### src/rtl/vga_pkg.sv
// vga_pkg: shared raster defaults, pattern encoding and colour constants for the VGA pattern source.
package vga_pkg;

    // Raster counters are 10 bits wide, so every total must stay below 1024.
    localparam int CNT_W = 10;

    // 640x480@60 defaults from a 100 MHz system clock.
    localparam int CLK_DIV_DEF   = 4;
    localparam int H_VISIBLE_DEF = 640;
    localparam int H_FP_DEF      = 16;
    localparam int H_SYNC_DEF    = 96;
    localparam int H_BP_DEF      = 48;
    localparam int V_VISIBLE_DEF = 480;
    localparam int V_FP_DEF      = 10;
    localparam int V_SYNC_DEF    = 2;
    localparam int V_BP_DEF      = 33;

    typedef enum logic [1:0] {
        PAT_BARS  = 2'd0,
        PAT_CHECK = 2'd1,
        PAT_RAMP  = 2'd2,
        PAT_BANDS = 2'd3
    } pattern_e;

    typedef struct packed {
        logic [3:0] r;
        logic [3:0] g;
        logic [3:0] b;
    } rgb_t;

    localparam logic [3:0] LVL_ON  = 4'hF;
    localparam logic [3:0] LVL_OFF = 4'h0;

    localparam rgb_t RGB_BLACK = '{r: LVL_OFF, g: LVL_OFF, b: LVL_OFF};
    localparam rgb_t RGB_WHITE = '{r: LVL_ON,  g: LVL_ON,  b: LVL_ON};
    localparam rgb_t RGB_RED   = '{r: LVL_ON,  g: LVL_OFF, b: LVL_OFF};
    localparam rgb_t RGB_GREEN = '{r: LVL_OFF, g: LVL_ON,  b: LVL_OFF};
    localparam rgb_t RGB_BLUE  = '{r: LVL_OFF, g: LVL_OFF, b: LVL_ON};

    // Total counts per line or per frame: visible + front porch + sync + back porch.
    function automatic int span_total(input int vis, input int fp, input int sw, input int bp);
        return vis + fp + sw + bp;
    endfunction

    // First and last counter values at which sync is asserted.
    function automatic int sync_first(input int vis, input int fp);
        return vis + fp;
    endfunction

    function automatic int sync_last(input int vis, input int fp, input int sw);
        return vis + fp + sw - 1;
    endfunction

    // Colour-bar index for an 80-pixel bar width, built from comparators rather than a divider.
    function automatic logic [2:0] bar_index(input logic [CNT_W-1:0] x);
        logic [2:0] idx;
        if      (x < 10'd80)  idx = 3'd0;
        else if (x < 10'd160) idx = 3'd1;
        else if (x < 10'd240) idx = 3'd2;
        else if (x < 10'd320) idx = 3'd3;
        else if (x < 10'd400) idx = 3'd4;
        else if (x < 10'd480) idx = 3'd5;
        else if (x < 10'd560) idx = 3'd6;
        else                  idx = 3'd7;
        return idx;
    endfunction

endpackage

### src/rtl/vga_timing.sv
// vga_timing: pixel-rate divider, horizontal/vertical raster counters and sync/visible-area decode.
module vga_timing
    import vga_pkg::*;
#(
    parameter int   CLK_DIV   = CLK_DIV_DEF,
    parameter int   H_VISIBLE = H_VISIBLE_DEF,
    parameter int   H_FP      = H_FP_DEF,
    parameter int   H_SYNC    = H_SYNC_DEF,
    parameter int   H_BP      = H_BP_DEF,
    parameter int   V_VISIBLE = V_VISIBLE_DEF,
    parameter int   V_FP      = V_FP_DEF,
    parameter int   V_SYNC    = V_SYNC_DEF,
    parameter int   V_BP      = V_BP_DEF,
    parameter logic SYNC_POL  = 1'b0
) (
    input  logic             clk,
    input  logic             reset_n,
    output logic             pix_tick,
    output logic [CNT_W-1:0] h_cnt,
    output logic [CNT_W-1:0] v_cnt,
    output logic             frame_wrap,
    output logic             active,
    output logic             h_sync_next,
    output logic             v_sync_next
);

    localparam int DIV_W    = (CLK_DIV > 1) ? $clog2(CLK_DIV) : 1;
    localparam int H_TOTAL  = span_total(H_VISIBLE, H_FP, H_SYNC, H_BP);
    localparam int V_TOTAL  = span_total(V_VISIBLE, V_FP, V_SYNC, V_BP);
    localparam int HS_FIRST = sync_first(H_VISIBLE, H_FP);
    localparam int HS_LAST  = sync_last(H_VISIBLE, H_FP, H_SYNC);
    localparam int VS_FIRST = sync_first(V_VISIBLE, V_FP);
    localparam int VS_LAST  = sync_last(V_VISIBLE, V_FP, V_SYNC);

    logic [DIV_W-1:0] div_cnt;
    logic             h_last;
    logic             v_last;

    assign pix_tick   = (div_cnt == DIV_W'(CLK_DIV - 1));
    assign h_last     = (h_cnt == CNT_W'(H_TOTAL - 1));
    assign v_last     = (v_cnt == CNT_W'(V_TOTAL - 1));
    assign frame_wrap = pix_tick && h_last && v_last;

    // Divide the system clock down to one pixel tick every CLK_DIV cycles.
    always_ff @(posedge clk or negedge reset_n) begin
        if (!reset_n) begin
            div_cnt <= '0;
        end else if (pix_tick) begin
            div_cnt <= '0;
        end else begin
            div_cnt <= div_cnt + 1'b1;
        end
    end

    // Advance the raster position once per pixel tick, wrapping line then frame.
    always_ff @(posedge clk or negedge reset_n) begin
        if (!reset_n) begin
            h_cnt <= '0;
            v_cnt <= '0;
        end else if (pix_tick) begin
            if (h_last) begin
                h_cnt <= '0;
                if (v_last) begin
                    v_cnt <= '0;
                end else begin
                    v_cnt <= v_cnt + 1'b1;
                end
            end else begin
                h_cnt <= h_cnt + 1'b1;
            end
        end
    end

    // Decode visible area and sync windows from the current raster position.
    always_comb begin
        active      = (h_cnt < CNT_W'(H_VISIBLE)) && (v_cnt < CNT_W'(V_VISIBLE));
        h_sync_next = ~SYNC_POL;
        v_sync_next = ~SYNC_POL;
        if ((h_cnt >= CNT_W'(HS_FIRST)) && (h_cnt <= CNT_W'(HS_LAST))) begin
            h_sync_next = SYNC_POL;
        end
        if ((v_cnt >= CNT_W'(VS_FIRST)) && (v_cnt <= CNT_W'(VS_LAST))) begin
            v_sync_next = SYNC_POL;
        end
    end

endmodule

### src/rtl/vga_pattern_gen.sv
// vga_pattern_gen: VGA timing plus a 4-bit-per-channel test pattern, with pattern changes held to frame boundaries.
module vga_pattern_gen
    import vga_pkg::*;
#(
    parameter int   CLK_DIV   = CLK_DIV_DEF,
    parameter int   H_VISIBLE = H_VISIBLE_DEF,
    parameter int   H_FP      = H_FP_DEF,
    parameter int   H_SYNC    = H_SYNC_DEF,
    parameter int   H_BP      = H_BP_DEF,
    parameter int   V_VISIBLE = V_VISIBLE_DEF,
    parameter int   V_FP      = V_FP_DEF,
    parameter int   V_SYNC    = V_SYNC_DEF,
    parameter int   V_BP      = V_BP_DEF,
    parameter logic SYNC_POL  = 1'b0
) (
    input  logic             clk,
    input  logic             reset_n,
    input  logic [1:0]       sel_pattern,
    output logic             h_sync,
    output logic             v_sync,
    output logic             de,
    output logic [CNT_W-1:0] x_pixel,
    output logic [CNT_W-1:0] y_pixel,
    output logic             frame_start,
    output logic [3:0]       o_r,
    output logic [3:0]       o_g,
    output logic [3:0]       o_b
);

    logic             pix_tick;
    logic [CNT_W-1:0] h_cnt;
    logic [CNT_W-1:0] v_cnt;
    logic             frame_wrap;
    logic             active;
    logic             h_sync_next;
    logic             v_sync_next;
    pattern_e         pattern_q;
    rgb_t             pix_colour;
    logic [2:0]       bar;

    vga_timing #(
        .CLK_DIV   (CLK_DIV),
        .H_VISIBLE (H_VISIBLE),
        .H_FP      (H_FP),
        .H_SYNC    (H_SYNC),
        .H_BP      (H_BP),
        .V_VISIBLE (V_VISIBLE),
        .V_FP      (V_FP),
        .V_SYNC    (V_SYNC),
        .V_BP      (V_BP),
        .SYNC_POL  (SYNC_POL)
    ) u_timing (
        .clk         (clk),
        .reset_n     (reset_n),
        .pix_tick    (pix_tick),
        .h_cnt       (h_cnt),
        .v_cnt       (v_cnt),
        .frame_wrap  (frame_wrap),
        .active      (active),
        .h_sync_next (h_sync_next),
        .v_sync_next (v_sync_next)
    );

    // Latch the requested pattern only on the frame-wrap tick so a frame never mixes patterns.
    always_ff @(posedge clk or negedge reset_n) begin
        if (!reset_n) begin
            pattern_q <= PAT_BARS;
        end else if (frame_wrap) begin
            pattern_q <= pattern_e'(sel_pattern);
        end
    end

    // Colour of the pixel at the current raster position under the active pattern.
    always_comb begin
        pix_colour = RGB_BLACK;
        bar        = bar_index(h_cnt);
        case (pattern_q)
            PAT_BARS: begin
                pix_colour.r = bar[1] ? LVL_OFF : LVL_ON;
                pix_colour.g = bar[2] ? LVL_OFF : LVL_ON;
                pix_colour.b = bar[0] ? LVL_OFF : LVL_ON;
            end
            PAT_CHECK: begin
                pix_colour = (h_cnt[5] ^ v_cnt[5]) ? RGB_WHITE : RGB_BLACK;
            end
            PAT_RAMP: begin
                pix_colour = '{r: h_cnt[9:6], g: h_cnt[9:6], b: h_cnt[9:6]};
            end
            PAT_BANDS: begin
                if (v_cnt < 10'd160) begin
                    pix_colour = RGB_RED;
                end else if (v_cnt < 10'd320) begin
                    pix_colour = RGB_GREEN;
                end else begin
                    pix_colour = RGB_BLUE;
                end
            end
            default: pix_colour = RGB_BLACK;
        endcase
    end

    // Register every video output on the pixel tick so position, sync, enable and colour stay aligned.
    always_ff @(posedge clk or negedge reset_n) begin
        if (!reset_n) begin
            de      <= 1'b0;
            h_sync  <= ~SYNC_POL;
            v_sync  <= ~SYNC_POL;
            x_pixel <= '0;
            y_pixel <= '0;
            o_r     <= '0;
            o_g     <= '0;
            o_b     <= '0;
        end else if (pix_tick) begin
            de      <= active;
            h_sync  <= h_sync_next;
            v_sync  <= v_sync_next;
            x_pixel <= active ? h_cnt : '0;
            y_pixel <= active ? v_cnt : '0;
            o_r     <= active ? pix_colour.r : LVL_OFF;
            o_g     <= active ? pix_colour.g : LVL_OFF;
            o_b     <= active ? pix_colour.b : LVL_OFF;
        end
    end

    // One-clock frame marker, following the frame-wrap tick.
    always_ff @(posedge clk or negedge reset_n) begin
        if (!reset_n) begin
            frame_start <= 1'b0;
        end else begin
            frame_start <= frame_wrap;
        end
    end

endmodule

### config.mk
export PLATFORM = sky130hd
export DESIGN_NAME = vga_pattern_gen
export DESIGN_NICKNAME = d
export VERILOG_FILES = /design/src/rtl/vga_pkg.sv /design/src/rtl/vga_timing.sv /design/src/rtl/vga_pattern_gen.sv
export SDC_FILE = /design/constraint.sdc
export NUM_CORES = 1
export LEC_CHECK = 0
export CORE_AREA = 2 2 83 85
export DETAILED_ROUTE_END_ITERATION = 10
export DIE_AREA = 0 0 85 87
export PLACE_DENSITY = 0.72
export SLEW_MARGIN = 20
export SYNTH_ARGS = -nofsm -noshare
export SYNTH_HDL_FRONTEND = slang
export SYNTH_SLANG_ARGS = --single-unit
### constraint.sdc
create_clock -name clk -period 5.13 [get_ports clk]
set_input_delay 0.513 -clock clk [delete_from_list [all_inputs] [get_ports clk]]
set_output_delay 0.513 -clock clk [all_outputs]
set_load 0.01 [all_outputs]
# [After elaboration in Yosys (flattened, before gate mapping)]
# Index checks and enable logic that the tools add are counted.
[classes] n_eq_ne=6 n_shift=0 addsub=3 n_lt_le_gt_ge=15 n_bitwise=1 mul=0 n_reduce_logical=7 mux=24 div=0
[op_table] operator="$lt 10x9->1 const B" n=5
[op_table] operator="$pmux 12 s4" n=1
[op_table] operator="$mux 10" n=4
[op_table] operator="$lt 10x8->1 const B" n=3
[op_table] operator="$mux 12" n=2
[op_table] operator="$mux 4" n=6
[op_table] operator="$add 10x1->10 const B" n=2
[op_table] operator="$eq 10x10->1 const B" n=2
[op_table] operator="$lt 10x10->1 const B" n=2
[op_table] operator="$mux 3" n=4
[op_table] operator="$ge 10x10->1 const B" n=1
[op_table] operator="$ge 10x9->1 const B" n=1
[op_table] operator="$le 10x10->1 const B" n=1
[op_table] operator="$le 10x9->1 const B" n=1
[op_table] operator="$lt 10x7->1 const B" n=1
[op_table] operator="$mux 8" n=1
[op_table] operator="$eq 2x2->1 const B" n=3
[op_table] operator="$mux 2" n=3
[op_table] operator="$logic_and 1x1->1" n=5
[op_table] operator="$mux 1" n=3
[op_table] operator="$add 2x1->2 const B" n=1
[op_table] operator="$eq 2x1->1 const B" n=1
[op_table] operator="$logic_not 2->1" n=1
[op_table] operator="$reduce_and 2->1" n=1
[op_table] operator="$xor 1x1->1" n=1
[word_totals] regBits=60 out_inout_bits=36 word_cells=69 input_bits=4 memories=0 ram_bits=0 latchBits=0 mem_bits_ro=0

# [Depth between registers and ports, before layout]
# Gate-level depths: netlist of run 1.
[logic_depth] depth_word=11 mapped_depth=8 depth_no_buf=7

# [Hierarchy]
# Synthesis of run 1 repeated with hierarchy kept, for this count alone.
[unflattened] cells_unflattened=325 hier_area_um2=3055.4
[by_module_without_submodules] module="vga_pattern_gen" seq_area_each_um2=953.4 cells_each=206 n_inst=1 area_per_inst_um2=1866.8
[by_module_without_submodules] module="vga_timing" seq_area_each_um2=550.5 cells_each=119 n_inst=1 area_per_inst_um2=1188.6

# [Worst setup path before layout of run 1]
# No wires, ideal clock.
[synth_timing] kind="register to register" from="register u_timing.h_cnt[0]" to="register u_timing.v_cnt[9]" path_stages_with_launch=8 path_buffers=1 arrival_ns=1.961 setup_slack_ns=3.044 setup_time_ns=0.125 synth_period_minus_slack_ns=2.086 t_required_ns=5.005 cell_sequence="dfrtp_1 ha_1 nand4_4 or4_4 buf_6 nor3_4 nand2b_2 mux2_4"
[synth_via] elab_chain_cells=2
[synth_rtl] element="from (decl)" line="vga_timing.sv:19" source="output logic [CNT_W-1:0] h_cnt,"
[synth_rtl] element="from (signal assigned)" line="vga_timing.sv:69" source="h_cnt <= h_cnt + 1'b1;"
[synth_rtl] element="$eq 10x10->1" line="vga_timing.sv:40" source="assign h_last = (h_cnt == CNT_W'(H_TOTAL - 1));"
[synth_rtl] element="$reduce_and 2->1 (no source line)"
[synth_rtl] element="to (signal assigned)" line="vga_timing.sv:66" source="v_cnt <= v_cnt + 1'b1;"
[synth_rtl] element="to (decl)" line="vga_timing.sv:20" source="output logic [CNT_W-1:0] v_cnt,"
# Every way passes these cells.
# A chain may end at the register's enable or synchronous reset.

# [Final worst setup path of run 1]
[layout_timing] from="register u_timing.div_cnt[0]" to="register o_b[0]"
[layout_via] elab_chain_cells=1
[layout_rtl] element="from (decl)" line="vga_timing.sv:35" source="logic [DIV_W-1:0] div_cnt;"
[layout_rtl] element="from (signal assigned)" line="vga_timing.sv:51" source="div_cnt <= div_cnt + 1'b1;"
[layout_rtl] element="$eq 2x2->1" line="vga_timing.sv:39" source="assign pix_tick = (div_cnt == DIV_W'(CLK_DIV - 1));"
[layout_rtl] element="to (signal assigned)" line="vga_pattern_gen.sv:121" source="o_b <= active ? pix_colour.b : LVL_OFF;"
[layout_rtl] element="to (decl)" line="vga_pattern_gen.sv:27" source="output logic [3:0] o_b"
# Every way passes these cells.

==> results of run 1 <==
[flip-flops by register name, indices dropped and copies added, names as in the netlist, 2 cells and up]
register / count
u_timing.v_cnt: 10
u_timing.h_cnt: 10
o_g: 4
o_b: 4
pattern_q: 2
x_pixel: 10
u_timing.div_cnt: 2
y_pixel: 10
o_r: 4
[worst paths after layout]
kind | start | to | slack, ns | cells past startpoint
max | u_timing.div_cnt[0] | o_b[0] | 2.53 | 5
min | reset_n | u_timing.v_cnt[5] | 0.34 | 2
max reg2reg | u_timing.div_cnt[0] | o_b[0] | 2.53 | 5
min reg2reg | u_timing.div_cnt[0] | u_timing.div_cnt[0] | 0.43 | 1
max in group asynchronous | reset_n | u_timing.h_cnt[3] | 4.32 | 2
min in group clk | u_timing.div_cnt[0] | u_timing.div_cnt[0] | 0.43 | 1
[Yosys cell counts (2+ instances only)]
cell type / number
or3_1: 2
and2_1: 3
nand4_1: 4
a31oi_1: 2
o31ai_1: 4
xor2_1: 5
ha_1: 5
dfrtp_1: 58
nand2_1: 12
o21ai_0: 12
a22o_1: 20
nor4_1: 2
o2bb2ai_1: 12
xnor2_1: 7
inv_1: 8
a21o_1: 2
nand3_1: 10
nand2b_1: 6
clkbuf_1: 17
nand4b_1: 2
buf_2: 3
nor3_1: 5
dfstp_2: 2
nor2_1: 29
a21oi_1: 9
mux2_2: 3
nor2b_1: 6
mux2i_1: 2
[cell type report]
cell class	instances	area, sq um
Clock inverter	3	15.01
Inverter	8	30.03
Timing Repair Buffer	40	392.9
Fill cell	589	3174
Clock buffer	13	148.9
Sequential cell	60	1504
Tap cell	80	100.1
Multi-Input combinational cell	178	1204
[cell families after synthesis]
| group | count (synthesis) | synth area share, % |
|---|---|---|
| mux | 6 | 2.430 |
| buf+inv | 30 | 4.374 |
| flops | 60 | 53.12 |
| compound gates | 66 | 17.23 |
| xor+xnor | 12 | 3.712 |
| simple gates | 89 | 16.92 |
| fa+ha+maj | 5 | 2.209 |
[per-stage QoR]
step	util, %	instance area, sq um	std cells	setup WS [ns]	hold WS, ns
6_report	51.68	3395	382	2.533	0.3352
3_5_place_dp	49.18	3231	366	2.509	0.4221
2_1_floorplan	-	2831	268	3.044	0.2174
5_1_grt	51.68	3395	382	2.258	0.3962
3_3_place_gp	49.18	3231	366	2.606	0.4155
4_1_cts	51.68	3395	382	2.493	0.3532
[worst reg2reg max path: stages (launching register included)]
cell and delay [ns]:
dfrtp_1 0.34, ha_1 0.50, and4_1 0.30, and2_1 0.73, o21ai_0 0.41, o2bb2ai_1 0.24
[where the power goes]
part	internal, mW	total, mW	switching [mW]	leakage, nW
logic	0.00211	0.0113	0.00914	0.604
registers	0.473	0.473	0	0.734
clock network	0.186	0.356	0.169	0.0872
total	0.662	0.840	0.179	1.42
[per-layer routing]
| layer | track usage [%] | vias to the layer above |
|---|---|---|
| li1 | - | 1007 |
| met5 | 0 | - |
| met1 | 23.70 | 1015 |
| met3 | 3.697 | 7 |
| met2 | 24.57 | 49 |
| met4 | 8.081 | 0 |
==> metrics, run 1 <==
CTS resizes 0; maximum clock frequency 385.1 MHz; root buffer cell clkbuf_8; placed wire-length estimate 3780 microns; CP required 5.38 ns; Seq cells post-synth 60; Mapped Avg Cell Area 10.57 sq um; Layout Skew 0.009602 ns; Mapped Cells 268; layout cell share with drive strength beyond 1 9.272%; area delta synth->final 19.89%; area of the core 6569 sq um; Hold Fails Final Rpt 0; Worst path max stage delay 0.73 ns; WL final 5814 microns; global-route wire length before repair 9756 microns; Pleak 1.425 nW; WS Path Type reg2reg; row count 30; PwrDens 247.6 nW/um^2; hold_buf cts 0; RSZ-0062 raised after global routing no; Num CTS Buffers 9; synth warn 0; DRT iter0 DRCs 140; Tot Pwr 0.8404 mW; Synth Cell Area 2831 sq um; CP Launch Type register; DR vias/cell 5.440; grt total ovfl 0; status finished, final reports clean; Initial Util 43.10%; Final TNS setup 0 ns; Metal-1 WL 2868 microns; GRT Util Overall 16.79%; vias in the first global route 2015; largest net degree at the start of global routing 61; DRC Markers 0; initial antenna violation count 0; drt wl/cell 15.22 microns; Max rail drop VDD 134.9 uV; most common cell after layout, fill and taps aside dfrtp_1; worst rel slew slack 31.97%; # clock sinks 60; CTS tree built; full die area 7395 sq um; max-slew violation count 0; uppermost routed layer met4; Netlist cell types 44; met3 WL 224 microns; die width 85 microns; Worst Path Max Fanout 22; Antenna Nets Post-Route 0; Slowest cell on crit path and2_1; fin crit period 2.597 ns; register area share after synthesis 53.12%; I/O Pins 40; Setup Buffers After CTS 0; PortBufs 39; fraction of registers with async set/reset 100.0%; placer's final routability congestion estimate 0.8354; final net count 306; # setup viols final 0; CP arrival 2.85 ns; Final period util 50.62%; Synth area leader dfrtp_1; Area contributors post-synth dfrtp_1 51%, a22o_1 6.2%, nor2_1 3.8%, o2bb2ai_1 3.7%, clkbuf_1 2.3%; First-pass DRT Iterations 4; Worst Tran Pin Value 1.019 ns; routed vias 2078; most frequent cells in the layout 58 x dfrtp_1, 38 x clkdlybuf4s50_1, 29 x nor2_1, 20 x a22o_1; clock-pin slew on the worst setup and hold paths 0.07 ns; H-tree levels 3; CTS Buffer Depth 2; die height 87 microns; Critical path buffers and inverters 0; maxcap violations 0; Worst Setup End Kind register; area fraction of the dominant cell type after synthesis 51.26%; Post-synth EDFFs 0; antenna cell count 0; worst-skew pair later-pin latency 0.33 ns; met2 wire len 2657 microns; Top Family by Delay on Critical Path simple AND/OR/NAND/NOR gates; Hold WC Path Type in2async; crit path cell chain ha_1 -> and4_1 -> and2_1 -> o21ai_0 -> o2bb2ai_1; syn nets 277; Synth Flop Type dfrtp_1
Note: power is estimated with default switching activity, not from simulation.
==> inputs of run 2 (changes only) <==
--- a/config.mk
+++ b/config.mk
@@ -8,7 +8,7 @@
 export CORE_AREA = 2 2 83 85
 export DETAILED_ROUTE_END_ITERATION = 10
 export DIE_AREA = 0 0 85 87
-export PLACE_DENSITY = 0.72
+export PLACE_DENSITY = 0.75
 export SLEW_MARGIN = 20
 export SYNTH_ARGS = -nofsm -noshare
 export SYNTH_HDL_FRONTEND = slang
==> constraint.sdc (replaced) <==
create_clock -name clk -period 2.2 [get_ports clk]
set_input_delay 0.22 -clock clk [delete_from_list [all_inputs] [get_ports clk]]
set_output_delay 0.22 -clock clk [all_outputs]
set_load 0.01 [all_outputs]
==> run 2 against run 1 <==
Net effect:
- non-clock buffer count increased by 20
- via count increased by 4.6%
- power increased by 140%
- critical endpoint is now u_timing.v_cnt[9]
- largest cell class unchanged
==> metrics, run 2 (synthesis results as in run 1) <==
status finished, final reports clean; met1 usage 23.16%; Num CTS Buffers 9; CP Launch Type register; Worst path max stage delay 0.56 ns; Reg power frac 54.4%; Initial Util 43.10%; FF+latch area 1504 sq um; area of the core 6569 sq um; Worst Tran Pin Value 0.5254 ns; Layout Skew 0.009391 ns; most frequent cells in the layout 58 x dfrtp_1, 38 x clkdlybuf4s50_1, 29 x nor2_1, 20 x a22o_1, 19 x buf_4; worst rel slew slack 64.67%; maximum clock frequency 475.6 MHz; CTS Buffer Depth 2; placed wire-length estimate 4242 microns; die height 87 microns; full die area 7395 sq um; PortBufs 39; Slowest cell on crit path or4_4; sw frac 20.56%; gr busiest metal met2; CP arrival 2.32 ns; Clk pwr share 44.2%; combinational share of power 1.4%; placed cell count 385; # setup viols final 0; Antenna Nets Post-Route 0; RSZ-0062 raised after global routing no; WL final 6000 microns; Worst R2R Setup Slack 0.1 ns; layout cell share with drive strength beyond 1 14.91%; worst-skew pair later-pin latency 0.34 ns; H-tree levels 3; filler instances 550; fin crit period 2.102 ns; Worst Path Max Fanout 8; die width 85 microns; row count 30; Final period util 95.56%; largest net degree at the start of global routing 23; CTS tree built; DR vias/cell 5.408; area delta synth->final 26.51%; final net count 326; clock-pin slew on the worst setup and hold paths 0.07 ns; Multi-input gate area 1209 sq um; antenna cell count 0; maxcap violations 0; DRC Markers 0; met3 GRT Util 3.791%; Top Family by Delay on Critical Path simple AND/OR/NAND/NOR gates; grt total ovfl 0; Cell Int Power 1.612 mW; worst r2r src u_timing.h_cnt[1]; I/O Pins 40; drt wl/cell 14.93 microns; Critical path buffers and inverters 0; crit path cell chain ha_1 -> nand4_4 -> or4_4 -> nor3_4 -> nand2b_2 -> mux2_4; non-filler cells, final 402; met2 GRT Util 28.48%; PwrDens 566.4 nW/um^2; Sw Pwr 0.4172 mW; GRT Util Overall 17.83%; vias in the first global route 2190; most common cell after layout, fill and taps aside dfrtp_1; routed vias 2174; r2r endpoint u_timing.v_cnt[9]; placer's final routability congestion estimate 0.8011; Setup Buffers After CTS 0; CP required 2.42 ns; global-route wire length before repair 10350 microns; WS Path Type reg2reg; Hold WC Path Type in2async; Worst Setup End Kind register; Hold Fails Final Rpt 0; Reg2Reg Depth 6; # clock sinks 60; Pleak 1.540 nW; DRT iter0 DRCs 142; initial antenna violation count 0; Max rail drop VDD 279.6 uV; First-pass DRT Iterations 4; root buffer cell clkbuf_8; Final TNS setup 0 ns; max-slew violation count 0
run 2: cell count changes in the layout (fill, tap and decap cells not counted), sizes merged:
| cell | change |
|---|---|
| clkbuf | +2 |
| buf | +19 |
| clkinv | -2 |
| dlygate4sd3 | +1 |
run 2: worst max-delay path by stage:
| stage | start | end | slack (ns) | cells after the start |
|---|---|---|---|---|
| 2_1_floorplan | u_timing.h_cnt[0] | u_timing.v_cnt[9] | 0.11 | 7 |
| 3_3_place_gp | u_timing.h_cnt[0] | u_timing.v_cnt[9] | 0.17 | 6 |
| 3_5_place_dp | u_timing.h_cnt[1] | u_timing.v_cnt[8] | 0.12 | 6 |
| 4_1_cts | u_timing.h_cnt[1] | u_timing.v_cnt[8] | 0.10 | 6 |
| 5_1_grt | u_timing.h_cnt[1] | u_timing.v_cnt[9] | 0.009 | 6 |
| 6_report | u_timing.h_cnt[1] | u_timing.v_cnt[9] | 0.1 | 6 |
run 2: power groups by stage:
stage / clock [mW] / sequential (mW) / combinational (mW)
6_report: 0.897 / 1.10 / 0.0286
5_1_grt: 0.966 / 1.10 / 0.0340
4_1_cts: 0.920 / 1.10 / 0.0305
3_5_place_dp: 0 / 1.12 / 0.0293
3_3_place_gp: 0 / 1.12 / 0.0286
2_1_floorplan: 0 / 1.12 / 0.0000305
run 2: area by class of cell:
cell class	instances	area share, %
tap	80	2.794
multi-input combinational	178	33.74
clock inverter	1	0.1397
timing repair buffer	60	15.58
inverter	8	0.8383
clock buffer	15	4.925
sequential	60	41.98
run 2: metal layers:
metal	up-vias	part of all wire [%]
li1	1041	-
met2	43	48
met4	0	1.4
met5	-	0
met1	1082	46
met3	8	4.1
run 2: timing repair:
item,in CTS,in global routing
hold buffers,1,0
endpoints found under the setup margin,0,1
resized for setup,0,1
endpoints found under the hold margin,19,0
run 2: through the flow:
step | hold slack (ns) | setup slack [ns] | power, mW | utilization (%) | instance area, sq um
after floorplan | -0.07559 | 0.1137 | 1.124 | - | 2831
after global placement | 0.1924 | 0.1682 | 1.152 | 51.54 | 3386
after detailed placement | 0.2027 | 0.1220 | 1.153 | 51.54 | 3386
after CTS | 0.3867 | 0.1000 | 2.054 | 54.46 | 3577
after global routing | 0.4341 | 0.008884 | 2.103 | 54.53 | 3582
final | 0.3726 | 0.09759 | 2.029 | 54.53 | 3582
run 2: worst register-to-register path, delay by kind of cell (launching register included):
kind                       cells  cell delay, ns
and+or+nand+nor                4            1.03
DFF                            1            0.41
muxes                          1            0.29
adders and majority gates      1            0.26
==> inputs of run 3 (changes only) <==
--- a/config.mk
+++ b/config.mk
@@ -6,6 +6,7 @@
 export NUM_CORES = 1
 export LEC_CHECK = 0
 export CORE_AREA = 2 2 83 85
+export CTS_CLUSTER_SIZE = 12
 export DETAILED_ROUTE_END_ITERATION = 10
 export DIE_AREA = 0 0 85 87
 export PLACE_DENSITY = 0.75
==> results of run 3 <==
Same layout as run 2: the final DEF is identical, and so are final timing and power.
